[config.mk]
export PLATFORM = sky130hd
export DESIGN_NAME = fib_seq_gen_nb
export DESIGN_NICKNAME = d
export VERILOG_FILES = /design/src/rtl/fib_seq_gen_nb_pkg.sv /design/src/rtl/fib_seq_gen_nb_ram.sv /design/src/rtl/fib_seq_gen_nb.sv
export SDC_FILE = /design/constraint.sdc
export NUM_CORES = 1
export LEC_CHECK = 0
export CELL_PAD_IN_SITES_DETAIL_PLACEMENT = 1
export CELL_PAD_IN_SITES_GLOBAL_PLACEMENT = 1
export CORE_MARGIN = 1
export CORE_UTILIZATION = 48
export DETAILED_ROUTE_END_ITERATION = 16
export HOLD_SLACK_MARGIN = 0.12
export PLACE_DENSITY = 0.85
export SLEW_MARGIN = 5
export SYNTH_ARGS = -nofsm -noshare
export SYNTH_HDL_FRONTEND = slang
export SYNTH_HIERARCHICAL = 1
export SYNTH_SLANG_ARGS = --single-unit
[constraint.sdc]
create_clock -name i_clk -period 2.7 [get_ports i_clk]
set_input_delay 0.675 -clock i_clk [delete_from_list [all_inputs] [get_ports i_clk]]
set_output_delay 0.675 -clock i_clk [all_outputs]
set_load 0.02 [all_outputs]
[src/rtl/fib_seq_gen_nb_pkg.sv]
// rtl/fib_seq_gen_nb_pkg.sv - shared states and seed values for the Fibonacci/Lucas engine
package fib_seq_gen_nb_pkg;

    typedef enum logic [1:0] {
        S_IDLE = 2'd0,
        S_GEN  = 2'd1,
        S_PLAY = 2'd2
    } state_t;

    localparam int FIB_SEED0 = 0;
    localparam int FIB_SEED1 = 1;
    localparam int LUC_SEED0 = 2;
    localparam int LUC_SEED1 = 1;

    function automatic int seed0(input logic mode);
        return mode ? LUC_SEED0 : FIB_SEED0;
    endfunction

    function automatic int seed1(input logic mode);
        return mode ? LUC_SEED1 : FIB_SEED1;
    endfunction

endpackage

[src/rtl/fib_seq_gen_nb_ram.sv]
// rtl/fib_seq_gen_nb_ram.sv - single-port RAM with registered read (latency 1)
module fib_seq_gen_nb_ram #(
    parameter int N = 4,
    parameter int M = 11
) (
    input  logic         i_clk,
    input  logic         i_rst,
    input  logic         i_we,
    input  logic [N-1:0] i_addr,
    input  logic [M-1:0] i_wdata,
    output logic [M-1:0] o_rdata
);

    logic [M-1:0] r_mem [2**N];
    logic [M-1:0] r_rdata;

    // Array itself is never reset; only the read register is.
    always_ff @(posedge i_clk) begin
        if (i_we) begin
            r_mem[i_addr] <= i_wdata;
        end
    end

    always_ff @(posedge i_clk or posedge i_rst) begin
        if (i_rst) begin
            r_rdata <= '0;
        end else begin
            r_rdata <= r_mem[i_addr];
        end
    end

    assign o_rdata = r_rdata;

endmodule

[src/rtl/fib_seq_gen_nb.sv]
// rtl/fib_seq_gen_nb.sv - Fibonacci/Lucas generator: fills RAM with 2**AW saturating terms, then plays back
module fib_seq_gen_nb
    import fib_seq_gen_nb_pkg::*;
#(
    parameter int W  = 11,
    parameter int AW = 4
) (
    input  logic          i_clk,
    input  logic          i_rst,
    input  logic          i_start,
    input  logic          i_mode,
    input  logic          i_step,
    output logic          o_busy,
    output logic          o_done,
    output logic          o_ovf,
    output logic [AW-1:0] o_addr,
    output logic [W-1:0]  o_data_out
);

    state_t        r_state;
    logic          r_busy;
    logic          r_done;
    logic          r_ovf;
    logic [AW-1:0] r_addr;
    logic [AW-1:0] r_wr_addr;
    logic [W-1:0]  r_a;
    logic [W-1:0]  r_b;
    logic          r_a_sat;
    logic          r_b_sat;

    logic [W:0]    w_sum;
    logic          w_sat;
    logic [W-1:0]  w_next;
    logic          w_we;
    logic [AW-1:0] w_ram_addr;

    assign w_sum  = {1'b0, r_a} + {1'b0, r_b};
    assign w_sat  = w_sum[W] | r_b_sat;
    assign w_next = w_sat ? {W{1'b1}} : w_sum[W-1:0];

    // Each term carries a saturation flag so OVF rises when a clipped term is stored.
    always_ff @(posedge i_clk or posedge i_rst) begin
        if (i_rst) begin
            r_state   <= S_IDLE;
            r_busy    <= 1'b0;
            r_done    <= 1'b0;
            r_ovf     <= 1'b0;
            r_addr    <= '0;
            r_wr_addr <= '0;
            r_a       <= '0;
            r_b       <= '0;
            r_a_sat   <= 1'b0;
            r_b_sat   <= 1'b0;
        end else begin
            r_done <= 1'b0;
            if (i_start && (r_state != S_GEN)) begin
                r_state   <= S_GEN;
                r_busy    <= 1'b1;
                r_wr_addr <= '0;
                r_a       <= W'(seed0(i_mode));
                r_b       <= W'(seed1(i_mode));
                r_a_sat   <= 1'b0;
                r_b_sat   <= 1'b0;
                r_ovf     <= 1'b0;
            end else begin
                case (r_state)
                    S_IDLE: begin
                        r_busy <= 1'b0;
                    end
                    S_GEN: begin
                        r_a       <= r_b;
                        r_a_sat   <= r_b_sat;
                        r_b       <= w_next;
                        r_b_sat   <= w_sat;
                        r_wr_addr <= r_wr_addr + 1'b1;
                        if (r_a_sat) begin
                            r_ovf <= 1'b1;
                        end
                        if (&r_wr_addr) begin
                            r_state <= S_PLAY;
                            r_busy  <= 1'b0;
                            r_done  <= 1'b1;
                            r_addr  <= '0;
                        end
                    end
                    S_PLAY: begin
                        if (i_step) begin
                            r_addr <= r_addr + 1'b1;
                        end
                    end
                    default: begin
                        r_state <= S_IDLE;
                        r_busy  <= 1'b0;
                    end
                endcase
            end
        end
    end

    assign w_we       = (r_state == S_GEN);
    assign w_ram_addr = w_we ? r_wr_addr : r_addr;

    fib_seq_gen_nb_ram #(
        .N(AW),
        .M(W)
    ) u_ram (
        .i_clk  (i_clk),
        .i_rst  (i_rst),
        .i_we   (w_we),
        .i_addr (w_ram_addr),
        .i_wdata(r_a),
        .o_rdata(o_data_out)
    );

    assign o_busy = r_busy;
    assign o_done = r_done;
    assign o_ovf  = r_ovf;
    assign o_addr = r_addr;

endmodule

==> out/results.ini <==
[placement]
dpl.cell_count=809
place_ws_ps=115.5
dp_hpwl_mm=14.01
numPortBuffers=22
placed_cell_area_um2=9809
gp_congestion=0.8336

[cts]
cts_tree=done
cts.sinks=224
postCtsHoldBufs=0
htree_num_levels=1
postCtsSetupRepairBufs=0
clock_path_buffers=3
root_buffer=clkbuf_16
cts_buffers=23
worstSkewPairLatency_ps=510
cts.clk_slew.worst_paths_ps=60

[route]
avgRoutedWirePerCell_um=25.07
drt_iter0_drc=336
postRouteAntennaNets=0
drt-total-wl_mm=21.36
via_count=5116
drc=0
vias_per_cell=6.005
dr.pass1.iters=4

[sta]
report.final.slew_viol_count=0
fmax_mhz=391.8
period_share_pct=94.52
maxSlewHeadroom_pct=36.65
worstMarginPinSlew_ps=948.3
setup_viol=0
fin_crit_ps=2552
hold_viol=0
setup_slack_ps=147.9
clock_skew_ps=22.55
rsz0062_at_grt=false
tns_ps=0

[global_routing]
grt_usage_pct=22.73
grt_start_max_net_pins=52
grt_overflow=0
grt_pass1_vias=5609
antenna_found_initial=0
grt_pass1_wl_mm=33.20

[synth]
ys_ff_latch=224
syn_inst=542
synth.distinct_cells=45
yosysWarnings=6
synth_ff_type=edfxtp_1
synth_edf_count=176
syn_area_um2=9116
avgSynthCellArea_um2=16.82
async_flop_share_pct=21.43
syn-num-nets=561
synth-seq-area-share_pct=71.15

[finish]
drive_above_1_share_pct=18.12
multi_input_area_um2=2454
instances_no_fill=852
seqCellArea_um2=6486
fin_area_um2=10590
final.fill_count=1700
insertedDiodeCount=0
syn2layout_area_growth_pct=16.17
fin_nets=620

[power]
ir_worst_vdd_mv=0.8012
p_total_mw=13.41
power_density_nw_per_um2=1266
p_leak_nw=3.631

[die]
fp-row-count=50
core-area_um2=18640
initial_core_util_pct=48.90
fp.dieH_um=139.8
die_w_um=139.8
die_area_um2=19550
pin_count=23

[setup_path]
path_cells=nand2b_1, inv_2, nand2_1, nand2_2, buf_12, mux4_1, a22oi_1, nand2_1
worstSetupStartpointType=flip-flop
arrival_ps=2930
slowest_stage=mux4_1
slowest_delay_ps=620
critPathRequiredTime_ps=3080
critPathMaxFanout=20
crit_top_cell=nand2_1
cp-end-kind=flip-flop
worstSetupPathType=flip-flop to flip-flop

[status]
outcome=finished, final reports clean

[run]
drv_cap=0

[min_path]
hold_path.class=flip-flop to flip-flop

[cells in the mapped netlist, drive strengths merged (5+ instances only)]
| cell | instances | share of area (%) |
|---|---|---|
| a22oi | 23 | 1.9 |
| nand3 | 16 | 0.88 |
| edfxtp | 176 | 58 |
| nor3 | 7 | 0.38 |
| ha | 13 | 1.8 |
| nand2 | 63 | 2.6 |
| a21oi | 19 | 1.0 |
| nor2 | 25 | 1.0 |
| o21ai | 22 | 1.2 |
| dfrtp | 48 | 13 |
| mux4 | 44 | 11 |
| xor2 | 5 | 0.48 |
| inv | 9 | 0.37 |
| buf | 9 | 0.93 |
| clkbuf | 18 | 0.74 |
[critical path, delay by kind of cell (launching register included)]
family | cells | cell delay [ps]
compound gates | 1 | 320
mux | 1 | 620
flops | 1 | 430
simple gates | 4 | 610
buf+inv | 2 | 460
[layer usage]
metal  up-vias  track usage (%)  routed length, um
met5         -                0                  0
met4         0            6.362                432
met3        35            3.407               1069
met2       150            39.76              11140
met1      2676            29.63               8715
li1       2255                -                  -
[where the power goes]
part | internal [mW] | total [mW] | leakage [nW] | switching [mW]
clock network | 1.88 | 3.15 | 0.365 | 1.27
registers | 4.81 | 5.23 | 2.01 | 0.424
logic | 2.12 | 5.03 | 1.26 | 2.91
total | 8.81 | 13.4 | 3.63 | 4.60
[path summary, 6_finish.rpt]
path,start,slack [ps],cells after the start,to
worst min-delay path,r_b[7]$_DFFE_PP0P_,510,2,r_a[7]$_DFFE_PP0P_
min in group asynchronous,i_rst,550,2,u_ram/o_rdata[1]$_DFF_PP0_
worst min register to register,r_b[7]$_DFFE_PP0P_,510,2,r_a[7]$_DFFE_PP0P_
worst max register to register,r_state[0]$_DFFE_PP0P_,150,8,u_ram/o_rdata[6]$_DFF_PP0_
worst max-delay path,r_state[0]$_DFFE_PP0P_,150,8,u_ram/o_rdata[6]$_DFF_PP0_
max in group asynchronous,i_rst,1640,3,r_a[1]$_DFFE_PP0P_
[flip-flops by register name, summed over array words and instances, names as in the netlist, 2 cells and up]
name / count
r_wr_addr: 4
r_state: 2
r_b: 11
o_addr: 4
r_a: 11
u_ram/o_rdata: 11
u_ram/r_mem: 176
[cell type report]
| class | count | area share (%) |
|---|---|---|
| clock inverters | 8 | 0.9334 |
| well taps | 234 | 2.765 |
| repair buffers | 61 | 5.364 |
| clock buffers | 34 | 6.203 |
| multi-input cells | 282 | 23.17 |
| inverters | 9 | 0.3190 |
| flip-flops and latches | 224 | 61.25 |
[stage by stage]
stage                     hold WS, ps  util [%]
after floorplan                 462.1         -
after global placement          476.2     52.62
after detailed placement        505.0     52.62
after CTS                       516.8     56.67
after global routing            544.9     56.81
final                           511.2     56.81
[cells in the final DEF (no fill, tap or decap), types with 2 or more instances in the layout]
cell type,n
clkbuf_16,24
a21o_1,3
buf_4,35
nor3_1,6
o211ai_1,4
nand3b_1,2
nand2_2,2
o21ai_0,13
ha_1,13
o22ai_1,2
clkbuf_8,4
nor2b_1,3
clkinvlp_4,2
nand2_1,61
xnor2_1,4
nand3_1,16
bufinv_16,2
a2111oi_0,2
buf_12,3
clkbuf_1,7
o21a_1,2
mux4_2,30
a22oi_1,23
nand2b_1,4
a31oi_1,4
clkdlybuf4s50_1,22
o21ai_1,9
clkinv_2,3
nor2_1,25
edfxtp_1,176
mux4_1,14
a21oi_1,19
xor2_1,5
dfrtp_1,48
inv_1,8
[timing repair]
| action | 4_1_cts | 5_1_grt |
|---|---|---|
| hold endpoints to repair | 0 | 0 |
| gates resized for setup | 0 | 0 |
| endpoints found under the setup margin | 0 | 1 |
[logic make-up after synthesis]
kind of cell / share of synthesized area (%)
flip-flops: 71.15
AND/OR/NAND/NOR: 6.121
AO/OA/AOI/OAI: 6.259
multiplexers: 11.56
buffers and inverters: 2.045
adder cells (fa/ha/maj): 2.004
XOR/XNOR: 0.8646
No activity file was read; power rests on OpenSTA's default activity.
